## config.mk

```make
export PLATFORM = sky130hd
export DESIGN_NAME = hazard_ctrl
export DESIGN_NICKNAME = d
export VERILOG_FILES = /design/src/rtl/hazard_ctrl.sv
export SDC_FILE = /design/constraint.sdc
export NUM_CORES = 1
export LEC_CHECK = 0
export BUFFER_PORTS_ARGS = -buffer_cell sky130_fd_sc_hd__buf_2
export CORE_MARGIN = 3
export CORE_UTILIZATION = 50
export CTS_BUF_LIST = sky130_fd_sc_hd__clkbuf_8
export DETAILED_ROUTE_END_ITERATION = 12
export PLACE_DENSITY = 0.84
export SLEW_MARGIN = 5
export SYNTH_ARGS = -nofsm -noshare
export SYNTH_HDL_FRONTEND = slang
export SYNTH_SLANG_ARGS = --single-unit
export TNS_END_PERCENT = 100
```

## constraint.sdc

```tcl
create_clock -name clk_i -period 3.7 [get_ports clk_i]
set_input_delay 0.185 -clock clk_i [delete_from_list [all_inputs] [get_ports clk_i]]
set_output_delay 0.185 -clock clk_i [all_outputs]
set_load 0.01 [all_outputs]
```

## src/rtl/hazard_ctrl.sv

```systemverilog
// Pipeline hazard controller: load-use and branch interlocks, operand forwarding,
// data-memory wait tracking with a sticky timeout, and a saturating stall counter.
module hazard_ctrl #(
   parameter int TIMEOUT = 15,
   parameter int CNT_W   = 16
) (
   input  logic             clk_i,
   input  logic             rst_i,
   input  logic [4:0]       rs1_addr_d_i,
   input  logic [4:0]       rs2_addr_d_i,
   input  logic [4:0]       rs1_addr_e_i,
   input  logic [4:0]       rs2_addr_e_i,
   input  logic [4:0]       wr_addr_e_i,
   input  logic             result_src_e_i,
   input  logic             pc_src_e_i,
   input  logic [4:0]       wr_addr_m_i,
   input  logic             reg_wr_en_m_i,
   input  logic [4:0]       wr_addr_w_i,
   input  logic             reg_wr_en_w_i,
   input  logic             mem_req_m_i,
   input  logic             mem_ready_i,
   output logic             stall_f_o,
   output logic             stall_d_o,
   output logic             stall_e_o,
   output logic             stall_m_o,
   output logic             flush_d_o,
   output logic             flush_e_o,
   output logic             flush_w_o,
   output logic [1:0]       forward_a_e_o,
   output logic [1:0]       forward_b_e_o,
   output logic             mem_busy_o,
   output logic             mem_timeout_o,
   output logic [CNT_W-1:0] stall_cycles_o,
   output logic [1:0]       state_dbg_o
);

   localparam logic [1:0] ST_IDLE = 2'b00;
   localparam logic [1:0] ST_WAIT = 2'b01;
   localparam logic [1:0] ST_ERR  = 2'b10;
   localparam logic [7:0] WAIT_LAST = 8'(TIMEOUT - 1);

   logic [1:0]       state_q;
   logic [7:0]       wait_cnt_q;
   logic             timeout_q;
   logic [CNT_W-1:0] stall_cnt_q;
   logic             mem_stall;
   logic             lw_stall;
   logic             any_stall;

   // Memory handshake: an access in M is outstanding on every cycle where
   // mem_req_m_i is high and mem_ready_i is low; the cycle mem_ready_i is high
   // completes it and the pipeline advances.
   assign mem_stall = mem_req_m_i & ~mem_ready_i;

   assign lw_stall = result_src_e_i & (wr_addr_e_i != 5'd0) &
                     ((wr_addr_e_i == rs1_addr_d_i) | (wr_addr_e_i == rs2_addr_d_i)) &
                     ~pc_src_e_i;

   always_comb begin
      stall_f_o     = 1'b0;
      stall_d_o     = 1'b0;
      stall_e_o     = 1'b0;
      stall_m_o     = 1'b0;
      flush_d_o     = 1'b0;
      flush_e_o     = 1'b0;
      flush_w_o     = 1'b0;
      forward_a_e_o = 2'b00;
      forward_b_e_o = 2'b00;
      if (rst_i) begin
         flush_d_o = 1'b1;
         flush_e_o = 1'b1;
         flush_w_o = 1'b1;
      end else begin
         if (reg_wr_en_m_i && wr_addr_m_i == rs1_addr_e_i && rs1_addr_e_i != 5'd0)
            forward_a_e_o = 2'b10;
         else if (reg_wr_en_w_i && wr_addr_w_i == rs1_addr_e_i && rs1_addr_e_i != 5'd0)
            forward_a_e_o = 2'b01;
         if (reg_wr_en_m_i && wr_addr_m_i == rs2_addr_e_i && rs2_addr_e_i != 5'd0)
            forward_b_e_o = 2'b10;
         else if (reg_wr_en_w_i && wr_addr_w_i == rs2_addr_e_i && rs2_addr_e_i != 5'd0)
            forward_b_e_o = 2'b01;
         // Memory stall freezes the whole pipe; any redirect waits until it clears.
         if (state_q == ST_ERR || mem_stall) begin
            stall_f_o = 1'b1;
            stall_d_o = 1'b1;
            stall_e_o = 1'b1;
            stall_m_o = 1'b1;
            flush_w_o = 1'b1;
         end else if (pc_src_e_i) begin
            flush_d_o = 1'b1;
            flush_e_o = 1'b1;
         end else if (lw_stall) begin
            stall_f_o = 1'b1;
            stall_d_o = 1'b1;
            flush_e_o = 1'b1;
         end
      end
   end

   assign any_stall = stall_f_o | stall_d_o | stall_e_o | stall_m_o;

   always_ff @(posedge clk_i) begin
      if (rst_i) begin
         state_q     <= ST_IDLE;
         wait_cnt_q  <= 8'd0;
         timeout_q   <= 1'b0;
         stall_cnt_q <= '0;
      end else begin
         case (state_q)
            ST_IDLE: begin
               wait_cnt_q <= 8'd0;
               if (mem_stall) state_q <= ST_WAIT;
            end
            ST_WAIT: begin
               if (mem_ready_i) begin
                  state_q    <= ST_IDLE;
                  wait_cnt_q <= 8'd0;
               end else if (wait_cnt_q == WAIT_LAST) begin
                  state_q   <= ST_ERR;
                  timeout_q <= 1'b1;
               end else begin
                  wait_cnt_q <= wait_cnt_q + 8'd1;
               end
            end
            ST_ERR:  state_q <= ST_ERR;
            default: state_q <= ST_IDLE;
         endcase
         if (any_stall && stall_cnt_q != {CNT_W{1'b1}})
            stall_cnt_q <= stall_cnt_q + 1'b1;
      end
   end

   assign mem_busy_o     = (state_q == ST_WAIT);
   assign mem_timeout_o  = timeout_q;
   assign stall_cycles_o = stall_cnt_q;
   assign state_dbg_o    = state_q;

endmodule

```

* After elaboration in Yosys (flattened, before gate mapping)
Cells that the tools add are included.
** Storage, ports and cells
- Register bits after elaboration :: 27
- Output and inout bits :: 31
- Logic and storage cells :: 72
** Cells by class
- Add/sub/neg operators :: 2
- Equality and inequality tests :: 13
- Mux-type cells :: 26
- Bitwise logic cells :: 9
- Reduce and logical (&&, ||, !) cells :: 18
** Operators with widths (number)
- $eq A5 B5 Y1 :: 6
- $add A16 B1 Y16 const B :: 1
- $mux W8 :: 2
- $ne A16 B16 Y1 const B :: 1
- $pmux W8 S2 :: 1
- $mux W1 :: 15
- $reduce_bool A5 Y1 :: 3
- $mux W2 :: 7
- $logic_and A1 B1 Y1 :: 9
- $add A8 B1 Y8 const B :: 1
- $eq A8 B4 Y1 const B :: 1
- $pmux W2 S3 :: 1
- $and A1 B1 Y1 :: 4
- $reduce_and A2 Y1 :: 2
- $ne A3 B2 Y1 const B :: 1
- $ne A3 B3 Y1 const B :: 1
- $or A1 B1 Y1 :: 3
- $reduce_and A3 Y1 :: 1
- $eq A2 B1 Y1 const B :: 1
- $eq A2 B2 Y1 const B :: 1
- $logic_not A2 Y1 :: 1
- $ne A2 B2 Y1 const B :: 1
- $not A1 Y1 :: 2
- $reduce_bool A2 Y1 :: 1
- $logic_or A1 B1 Y1 :: 1

* Depth between registers and ports, before layout
- Depth after elaboration :: 11
- Mapped depth :: 8
- Mapped depth without buffers :: 7

* Worst setup path after synthesis
Ideal clock, no wire load.
- Path kind :: register to register
- Start point :: register state_q[1], in the netlist state_dbg_o[1]
- End point :: register stall_cnt_q[10], in the netlist stall_cycles_o[10]
- Setup time :: 0.071 ns
- Arrival time :: 1.770 ns
- Path slack :: 1.859 ns
- Cell stages (with the launch flop) :: 8
- Path buffers :: 1
- Cells stage by stage :: dfxtp_1 -> nand2b_1 -> a21boi_1 -> nor2_2 -> a31oi_4 -> buf_6 -> or4_1 -> a21oi_1
** Between the ends
- Word-level cells in the longest chain between the ends :: 7
- Elaborated cells on any way between the ends :: 9
** Ends and longest elaborated chain
- start, declared :: line 42 : logic [1:0] state_q;
- start signal, assigned :: line 104 : state_q <= ST_IDLE;
- start signal, assigned :: line 112 : if (mem_stall) state_q <= ST_WAIT;
- start signal, assigned :: line 116 : state_q <= ST_IDLE;
- $eq A2 B2 Y1 (*) :: line 83 : if (state_q == ST_ERR || mem_stall) begin
- $logic_or A1 B1 Y1 (*) :: line 83
- $mux W1 (*) :: line 83
- $mux W1 (*) :: line 69 : if (rst_i) begin
- via stall_e_o :: line 24 : output logic stall_e_o,
- $or A1 B1 Y1 :: line 100 : assign any_stall = stall_f_o | stall_d_o | stall_e_o | stall_m_o;
- $or A1 B1 Y1 (*) :: line 100
- $logic_and A1 B1 Y1 (*) :: line 128 : if (any_stall && stall_cnt_q != {CNT_W{1'b1}})
- end signal, assigned :: line 129 : stall_cnt_q <= stall_cnt_q + 1'b1;
- end, declared :: line 45 : logic [CNT_W-1:0] stall_cnt_q;
The timed path passes the listed nets; every way through them passes the cells marked *.
A chain may end at the register's enable or synchronous reset.

* Final worst setup path
- Start point :: register state_q[0], in the netlist state_dbg_o[0]
- End point :: output port stall_d_o
** Between the ends
- Word-level cells in the longest chain between the ends :: 4
** Ends and longest elaborated chain
- $eq A2 B2 Y1 :: line 83
- $logic_or A1 B1 Y1 :: line 83
- $mux W1 :: line 83
- $mux W1 :: line 69
- end, declared :: line 23 : output logic stall_d_o,
Every way passes these cells.

==> flow_summary.ini <==
[timing]
postLayoutSetupSlackWorst_ps = 1350
setup_viol_count_final = 0
finalSetupTns_ps = 0
slew_headroom_pct = 38.1
rsz0062_at_grt = no
period_share_pct = 63.4
fmax_mhz = 426
fin_skew_ps = 1.24
whs_ps = 107
drv_slew = 0
finalHoldViolCount = 0
min_period_ps = 2350
tightest_slew_ps = 928

[synthesis]
synth_area_um2 = 1810
yosys.area.top_type_share_pct = 29.8
synthCells = 217
synth-edff-count = 0
ys_warn_count = 0
synth_nets = 263
synth.ff_latch_count = 27
syn_area_per_cell_um2 = 8.35
yosysSeqAreaShare_pct = 29.8
ys_async_sr_fraction_pct = 0
yosysTopAreaCell = dfxtp_1
yosys_most_used_dff = dfxtp_1
yosysUniqueCellTypes = 40
synth_area_leaders = dfxtp_1 30%, xnor2_1 13%, or4_1 5.4%, a21oi_1 4.7%, xor2_1 3.9%

[floorplanning]
core_area_um2 = 3420
io_pins = 74
die_w_um = 66.2
num_rows = 21
dieArea_um2 = 4380
initial_core_util_pct = 53.1
die_h_um = 66.2

[pwr]
ir_worst_vdd_mv = 0.121
p_total_uw = 567
power_density_nw_per_um2 = 256
leakagePower_nw = 0.878

[detailed_routing]
viasPerCell = 5.44
drc = 0
postRouteAntennaNets = 0
top_layer_used = met4
dr_wl_met3_um = 295
wl_met1_mm = 1.91
drtPass1Iterations = 4
drt-initial-drc-count = 83
avgRoutedWirePerCell_um = 12.3
routed-via-count = 1802
wl_mm = 4.09
wl_met2_mm = 1.84

[worst_setup_path]
cp-end-kind = primary output
r2r-end = stall_cycles_o[10]$_SDFFE_PP0P_
path_class = flop to primary output
r2r_cells = 6
startpoint = state_dbg_o[0]$_SDFFE_PP0P_
r2r_setup_slack_ps = 1460
critical_path_peak_fanout = 33
worst_ep_required_time_ps = 3510
r2r_start = stall_cycles_o[6]$_SDFFE_PP0P_
cp_data_arrival_time_ps = 2160
critPathLaunchType = flop

[place]
routabilityCongestion = 0.801
portBuffers = 73
dp_slack_ps = 1510
place_inst = 327
place_area_um2 = 2160
place_hpwl_mm = 3.24

[run]
cap_viol_max_count = 0

[min_path]
hold_path.class = primary input to flop
worst_hold_path.endpoint = state_dbg_o[0]$_SDFFE_PP0P_
min_path_cells = 2
min-delay-start = mem_ready_i

[cells_and_area]
diodes = 0
syn2layout_area_growth_pct = 22.0
final_cell_area_um2 = 2210
fill_cells = 315
mostFrequentLayoutCells = 73 x buf_2, 27 x dfxtp_1, 26 x xnor2_1
stdcell_count = 331
layout-drive-gt1-share_pct = 29.5
final_util_pct = 64.8
layout_commonest_cell = buf_2
nets = 332

[cts]
cts_resized = 0
post_cts_buffers = 0
cts_buffers = 3
clock_latency_ps = 270
h-tree-depth = 1
path_clk_slew_ps = 90
cts_tree = yes
cts_hold_buffers = 0
clockBufferDepth = 2
cts-root-buf = clkbuf_8
cts_sinks = 27

[run_status]
outcome = complete, no violations

[global_routing]
grt_pass1_vias = 1580
grt_pass1_wl_mm = 6.87
grt.overflow.total = 0
grt_use_total_pct = 19.6
antenna_found_initial = 0
grt_max_degree = 34
==> worst max-delay path, stage by stage (launching register included) <==
cell      delay (ps)
dfxtp_1          400
nand2b_1         150
a21boi_1         290
nor2_2           120
a31oi_4          640
inv_1            110
buf_2            170
==> how the worst max path moves through the flow <==
| stage | to | slack, ps |
|---|---|---|
| 6_report | stall_d_o | 1350 |
| 5_1_grt | stall_d_o | 1120 |
| 4_1_cts | stall_f_o | 1340 |
| 3_5_place_dp | stall_cycles_o[1]$_SDFFE_PP0P_ | 1510 |
| 3_3_place_gp | stall_d_o | 1540 |
| 2_1_floorplan | stall_cycles_o[10]$_SDFFE_PP0P_ | 1860 |
==> cell families after synthesis <==
group / Yosys count / synth area share, %
AO/OA/AOI/OAI: 45 / 17.6
XOR/XNOR: 34 / 16.4
adder cells (fa/ha/maj): 3 / 2.07
buffers and inverters: 15 / 5.24
flip-flops: 27 / 29.8
multiplexers: 1 / 0.552
AND/OR/NAND/NOR: 92 / 28.3
==> area by class of cell <==
| class | count | area (µm²) | area share (%) |
|---|---|---|---|
| multi-input cells | 175 | 1180 | 53.2 |
| flip-flops and latches | 27 | 541 | 24.4 |
| repair buffers | 73 | 365 | 16.5 |
| well taps | 46 | 57.6 | 2.60 |
| clock buffers | 3 | 41.3 | 1.87 |
| inverters | 6 | 22.5 | 1.02 |
| clock inverters | 1 | 7.51 | 0.339 |
==> flip-flops by register name (all words and copies together), names as in the netlist <==
signal          cells
wait_cnt_q          8
stall_cycles_o     16
state_dbg_o         2
mem_timeout_o       1
==> Yosys cell counts, drive strengths merged (2+ instances only) <==
master,number
nand2,16
nor2b,3
o21a,3
or4,13
or3,3
o31ai,8
nand2b,2
nand4,9
nor2,14
o311ai,3
nor4,8
xnor2,26
a21oi,18
inv,6
and3,5
buf,7
clkbuf,2
o21ai,5
nand3,12
ha,3
o41ai,3
xor2,8
and2,4
dfxtp,27
==> power by group <==
group | switching, mW | leakage, nW | internal (mW)
logic | 0.0518 | 0.639 | 0.0495
registers | 0.00216 | 0.218 | 0.292
clock network | 0.0950 | 0.0217 | 0.0765
==> metal layers <==
metal / up-vias / GRT usage [%]
li1: 940 / -
met1: 790 / 25.9
met2: 67 / 31.8
met3: 5 / 3.23
met4: 0 / 6.60
met5: - / 0
No activity file was read; power rests on OpenSTA's default activity.
